--- config.mk ---
export PLATFORM = sky130hd
export DESIGN_NAME = fp_issue_queue
export DESIGN_NICKNAME = d
export VERILOG_FILES = /design/src/rtl/fp_issue_queue.sv
export SDC_FILE = /design/constraint.sdc
export NUM_CORES = 1
export LEC_CHECK = 0
export CORE_ASPECT_RATIO = 0.5
export CORE_MARGIN = 1.5
export CORE_UTILIZATION = 45
export CTS_BUF_LIST = sky130_fd_sc_hd__clkbuf_2 sky130_fd_sc_hd__clkbuf_4 sky130_fd_sc_hd__clkbuf_8
export CTS_CLUSTER_DIAMETER = 80
export CTS_CLUSTER_SIZE = 25
export DETAILED_ROUTE_END_ITERATION = 7
export PLACE_DENSITY_LB_ADDON = 0.12
export SLEW_MARGIN = 10
export SYNTH_ARGS = -nofsm -noshare
export SYNTH_HDL_FRONTEND = slang
export SYNTH_SLANG_ARGS = --single-unit
--- constraint.sdc ---
create_clock -name clk -period 3.2 [get_ports clk]
set_input_delay 0.48 -clock clk [delete_from_list [all_inputs] [get_ports clk]]
set_output_delay 0.48 -clock clk [all_outputs]
set_load 0.1 [all_outputs]
--- src/rtl/fp_issue_queue.sv ---
// fp_issue_queue: holds float_alu requests in a small FIFO and issues them to the
// ALU one at a time. Op codes the ALU does not implement are retired here and
// never reach it. Results come back in push order, tagged, from one output register.
//
// Handshakes: every valid/ready pair transfers on the rising edge where both are
// high. A valid stays high with its payload held until that transfer. A ready
// may depend on the opposite side's state, but never on the valid it qualifies.
module fp_issue_queue #(
    parameter int P     = 23,
    parameter int E     = 8,
    parameter int N     = P + E + 1,
    parameter int DEPTH = 4,
    parameter int TAG_W = 4
) (
    input  logic             clk,
    input  logic             rst_n,
    input  logic             in_valid,
    output logic             in_ready,
    input  logic [N-1:0]     in_a,
    input  logic [N-1:0]     in_b,
    input  logic [2:0]       in_op,
    input  logic             in_mode_fp,
    input  logic             in_round_mode,
    input  logic [TAG_W-1:0] in_tag,
    output logic [N-1:0]     alu_op_a,
    output logic [N-1:0]     alu_op_b,
    output logic [2:0]       alu_op_code,
    output logic             alu_mode_fp,
    output logic             alu_round_mode,
    output logic             alu_start,
    output logic             alu_ready_in,
    input  logic             alu_valid_out,
    input  logic             alu_ready_out,
    input  logic [N-1:0]     alu_result,
    input  logic [4:0]       alu_flags,
    output logic             out_valid,
    input  logic             out_ready,
    output logic [N-1:0]     out_result,
    output logic [4:0]       out_flags,
    output logic [TAG_W-1:0] out_tag,
    output logic             out_illegal,
    output logic [4:0]       flags_sticky,
    input  logic             flags_clear,
    output logic             dbg_state
);

    // Op codes shared with float_alu
    localparam logic [2:0] OP_ADD = 3'd0;
    localparam logic [2:0] OP_SUB = 3'd1;
    localparam logic [2:0] OP_MUL = 3'd2;
    localparam logic [2:0] OP_DIV = 3'd3;

    localparam int AW = $clog2(DEPTH);
    localparam logic [AW:0] PTR_INC = {{AW{1'b0}}, 1'b1};

    typedef struct packed {
        logic [N-1:0]     a;
        logic [N-1:0]     b;
        logic [2:0]       op;
        logic             mode_fp;
        logic             round_mode;
        logic [TAG_W-1:0] tag;
    } req_t;

    typedef enum logic {
        S_IDLE = 1'b0,
        S_WAIT = 1'b1
    } state_t;

    req_t        mem [DEPTH];
    logic [AW:0] wr_ptr;
    logic [AW:0] rd_ptr;
    state_t      state;
    req_t        head;
    logic        empty;
    logic        full;
    logic        push;
    logic        pop;
    logic        head_legal;
    logic        out_free;
    logic        cap_alu;
    logic        cap_ill;
    logic        capture;
    logic [N-1:0] cap_result;
    logic [4:0]  cap_flags;

    // Pointers carry one extra wrap bit so full and empty are distinguishable
    assign empty    = (wr_ptr == rd_ptr);
    assign full     = (wr_ptr[AW] != rd_ptr[AW]) && (wr_ptr[AW-1:0] == rd_ptr[AW-1:0]);
    assign in_ready = !full;
    assign push     = in_valid && in_ready;

    // The head stays in the FIFO until capture, so the ALU bus is stable while it works
    assign head           = mem[rd_ptr[AW-1:0]];
    assign head_legal     = (head.op == OP_ADD) || (head.op == OP_SUB) ||
                            (head.op == OP_MUL) || (head.op == OP_DIV);
    assign alu_op_a       = head.a;
    assign alu_op_b       = head.b;
    assign alu_op_code    = head.op;
    assign alu_mode_fp    = head.mode_fp;
    assign alu_round_mode = head.round_mode;

    // alu_start is decoded from state, not registered: a request pushed at edge t
    // must be able to start in cycle t+1
    assign out_free     = !out_valid || out_ready;
    assign alu_ready_in = (state == S_WAIT) && out_free;
    assign alu_start    = (state == S_IDLE) && !empty && head_legal && alu_ready_out;
    assign cap_alu      = (state == S_WAIT) && alu_valid_out && alu_ready_in;
    assign cap_ill      = (state == S_IDLE) && !empty && !head_legal && out_free;
    assign capture      = cap_alu || cap_ill;
    assign pop          = capture;
    assign cap_result   = cap_alu ? alu_result : '0;
    assign cap_flags    = cap_alu ? alu_flags : '0;
    assign dbg_state    = (state == S_WAIT);

    // FIFO storage write; contents need no reset because the pointers gate them
    always_ff @(posedge clk) begin
        if (push) begin
            mem[wr_ptr[AW-1:0]] <= req_t'{a: in_a, b: in_b, op: in_op, mode_fp: in_mode_fp,
                                          round_mode: in_round_mode, tag: in_tag};
        end
    end

    // FIFO pointer update; push and pop in the same cycle leave the count unchanged
    always_ff @(posedge clk or negedge rst_n) begin
        if (!rst_n) begin
            wr_ptr <= '0;
            rd_ptr <= '0;
        end else begin
            if (push) wr_ptr <= wr_ptr + PTR_INC;
            if (pop)  rd_ptr <= rd_ptr + PTR_INC;
        end
    end

    // Sequencer: IDLE issues or retires the head, WAIT holds until the ALU result is taken
    always_ff @(posedge clk or negedge rst_n) begin
        if (!rst_n) begin
            state <= S_IDLE;
        end else begin
            case (state)
                S_IDLE:  if (alu_start) state <= S_WAIT;
                S_WAIT:  if (cap_alu) state <= S_IDLE;
                default: state <= S_IDLE;
            endcase
        end
    end

    // Output register: a capture overrides a same-cycle drain, so valid stays high
    always_ff @(posedge clk or negedge rst_n) begin
        if (!rst_n) begin
            out_valid   <= 1'b0;
            out_result  <= '0;
            out_flags   <= '0;
            out_tag     <= '0;
            out_illegal <= 1'b0;
        end else if (capture) begin
            out_valid   <= 1'b1;
            out_result  <= cap_result;
            out_flags   <= cap_flags;
            out_tag     <= head.tag;
            out_illegal <= cap_ill;
        end else if (out_valid && out_ready) begin
            out_valid   <= 1'b0;
            out_result  <= '0;
            out_flags   <= '0;
            out_tag     <= '0;
            out_illegal <= 1'b0;
        end
    end

    // Sticky flags: a clear in a capture cycle keeps only the newly captured flags
    always_ff @(posedge clk or negedge rst_n) begin
        if (!rst_n) begin
            flags_sticky <= '0;
        end else if (capture) begin
            flags_sticky <= flags_clear ? cap_flags : (flags_sticky | cap_flags);
        end else if (flags_clear) begin
            flags_sticky <= '0;
        end
    end

endmodule

==> results.py <==
metrics = {
    "cells_and_area": {
        "final_common_cell": "edfxtp_1",
        "multi_input_area_sq_mm": 0.00240,
        "nFillCells": 2032,
        "final-seq-area_sq_mm": 0.0102,
        "drive_gt1_share_pct": 27.1,
        "final_nets": 918,
        "area.growth.synth_to_final_pct": 27.7,
        "n_antenna_cell": 0,
        "layout_common_cells": "edfxtp_1 (292), clkdlybuf4s50_1 (149), mux4_2 (73), buf_4 (61), dfrtp_1 (53)",
    },
    "clocking": {
        "clk_pin_slew_ns": 0.15,
        "cts_tree": "done",
        "cts_resized": 0,
        "insertion_delay_ns": 0.56,
        "cts_buffer_depth": 3,
        "cts_sinks": 347,
        "htreeDepth": 1,
        "post_cts_buffers": 0,
        "numCtsBuffers": 17,
        "cts-root-buf": "clkbuf_8",
    },
    "worst_setup_path": {
        "rrSetupSlack_ns": 0.75,
        "critPathKind": "reg2out",
        "crit_path_end": "alu_op_b[19]",
        "critical_path.startpoint_type": "flop",
        "reg2reg_to": "mem[1][33]$_DFFE_PP_",
        "crit_start": "rd_ptr[1]$_DFFE_PN0P_",
        "critical_path_arrival_ns": 2.33,
        "required_ns": 2.72,
        "r2r_cells": 4,
        "cp-end-kind": "primary output",
        "critPathMaxFanout": 56,
        "r2r_start": "rd_ptr[1]$_DFFE_PN0P_",
    },
    "place": {
        "dp_hpwl_um": 15400,
        "gp_congestion": 0.720,
        "port-buffer-count": 237,
    },
    "detailed_routing": {
        "firstDrtPassIters": 4,
        "routed-via-count": 6120,
        "totalWireLength_um": 24500,
        "drc": 0,
        "ant_nets": 0,
        "wl_per_cell_um": 20.6,
        "via_per_inst": 5.15,
        "drt_iter0_markers": 344,
    },
    "timing": {
        "fin_crit_sh_pct": 87.7,
        "min_period_ns": 2.81,
        "worst_slew_pin_slew_ns": 0.986,
        "timing.slew.headroom_pct": 34.0,
        "hold_viol_final": 0,
        "fin_tns_setup_ns": 0,
        "setup_viol": 0,
        "rsz0062_at_grt": "no",
        "drv_slew": 0,
        "fmax_mhz": 356,
        "worst_clock_skew_ns": 0.0155,
    },
    "global_routing": {
        "antenna_found_initial": 0,
        "grt_pass1_vias": 6431,
        "grtUsageTotal_pct": 16.8,
        "grt_max_degree": 74,
        "overflow": 0,
        "grt_pass1_wl_um": 36800,
    },
    "synthesis": {
        "syn_inst": 548,
        "synth_cell_types": 29,
        "ys_seq_area_share_pct": 79.8,
        "syn_area_per_cell_sq_um": 23.2,
        "synth_area_sq_mm": 0.0127,
        "yosys_warnings": 0,
        "netlist_top_cells_area": "edfxtp_1 (69%), mux4_2 (13%), dfrtp_1 (11%)",
        "async_reset_ff_share_pct": 15.9,
        "synth_seq_cells": 347,
        "synth_top_area_share_pct": 69.0,
        "synth_edf_count": 292,
        "synth_area_leader_cell": "edfxtp_1",
        "syn_nets": 670,
        "synth_top_flop_cell": "edfxtp_1",
    },
    "floorplanning": {
        "die_x_um": 241,
        "coreArea_sq_mm": 0.0277,
        "pin_count": 238,
        "initial_utilization_pct": 45.9,
        "dieArea_sq_mm": 0.0293,
        "fp.dieH_um": 122,
        "row_count": 43,
    },
    "flow_run": {
        "maxCapViolations": 0,
    },
    "hold_path": {
        "hold_path_class": "in2async",
    },
    "outcome": {
        "outcome": "finished, final reports clean",
    },
}
==> kinds of logic after synthesis <==
group / count (synthesis) / share of synthesized area, %
AOI/OAI and AO/OA: 55 / 3.74
xor gates and xnor gates: 9 / 0.620
adders and majority gates: 5 / 0.492
buffers and inverters: 39 / 1.53
DFF: 347 / 79.8
muxes: 74 / 13.0
and+or+nand+nor: 19 / 0.778
==> area by class of cell <==
type	instances	share of cell area, %
clock buffer	28	1.95
clock inverter	2	0.0771
inverter	13	0.301
multi-input combinational	162	14.8
sequential	347	62.6
tap	382	2.95
timing repair buffer	255	17.4
==> stage by stage <==
step / std cells / hold WS (ns) / worst slack (ns) / utilization [%] / cell area, sq um
finish: 1189 / 0.444 / 0.392 / 58.6 / 16200
global route: 1189 / 0.466 / 0.257 / 58.6 / 16200
CTS: 1189 / 0.431 / 0.322 / 58.6 / 16200
detailed placement: 1158 / 0.478 / 0.605 / 57.3 / 15900
global placement: 1158 / 0.478 / 0.619 / 57.3 / 15900
floorplan: 548 / 0.184 / 0.281 / - / 12700
==> critical path, stage by stage (launching register included) <==
cell and delay (ns):
dfrtp_4 0.67, buf_12 0.37, mux4_2 0.40, buf_4 0.26
==> layer usage <==
| metal | vias up | global-route usage [%] | wire [um] |
|---|---|---|---|
| met5 | - | 0 | 0 |
| met4 | 0 | 2.71 | 302 |
| met3 | 20 | 3.56 | 1280 |
| met2 | 137 | 29.5 | 12500 |
| met1 | 3209 | 22.2 | 10400 |
| li1 | 2754 | - | - |
==> cells in the mapped netlist, drive strengths merged (5+ instances only) <==
cell	number
and2	7
dfrtp	55
nand2	7
o21ai	8
a22o	38
edfxtp	292
buf	15
xnor2	5
inv	13
clkbuf	11
ha	5
mux4	73
==> sequential cells by signal (all words and copies together) (netlist names) <==
signal        flops
wr_ptr            3
mem             292
flags_sticky      5
out_flags         5
dbg_state         1
out_result       32
out_tag           4
out_valid         1
rd_ptr            3
out_illegal       1
==> worst min-delay path by stage <==
stage	from	to	depth (start not counted)
floorplan	rst_n	dbg_state$_DFF_PN0_	0
global route	rst_n	out_result[21]$_DFFE_PN0P_	2
finish	rst_n	out_result[21]$_DFFE_PN0P_	2
CTS	rst_n	out_result[27]$_DFFE_PN0P_	2
detailed placement	out_tag[2]$_DFFE_PN0P_	out_tag[2]$_DFFE_PN0P_	1
global placement	out_tag[3]$_DFFE_PN0P_	out_tag[3]$_DFFE_PN0P_	1
==> repair_timing <==
action                                  CTS  global route
endpoints found under the setup margin    0             0
hold buffers                              1             0
endpoints found under the hold margin    25             0
Power is not shown: default switching activity piles up to over one toggle a cycle in this logic, so the estimate is an artifact.
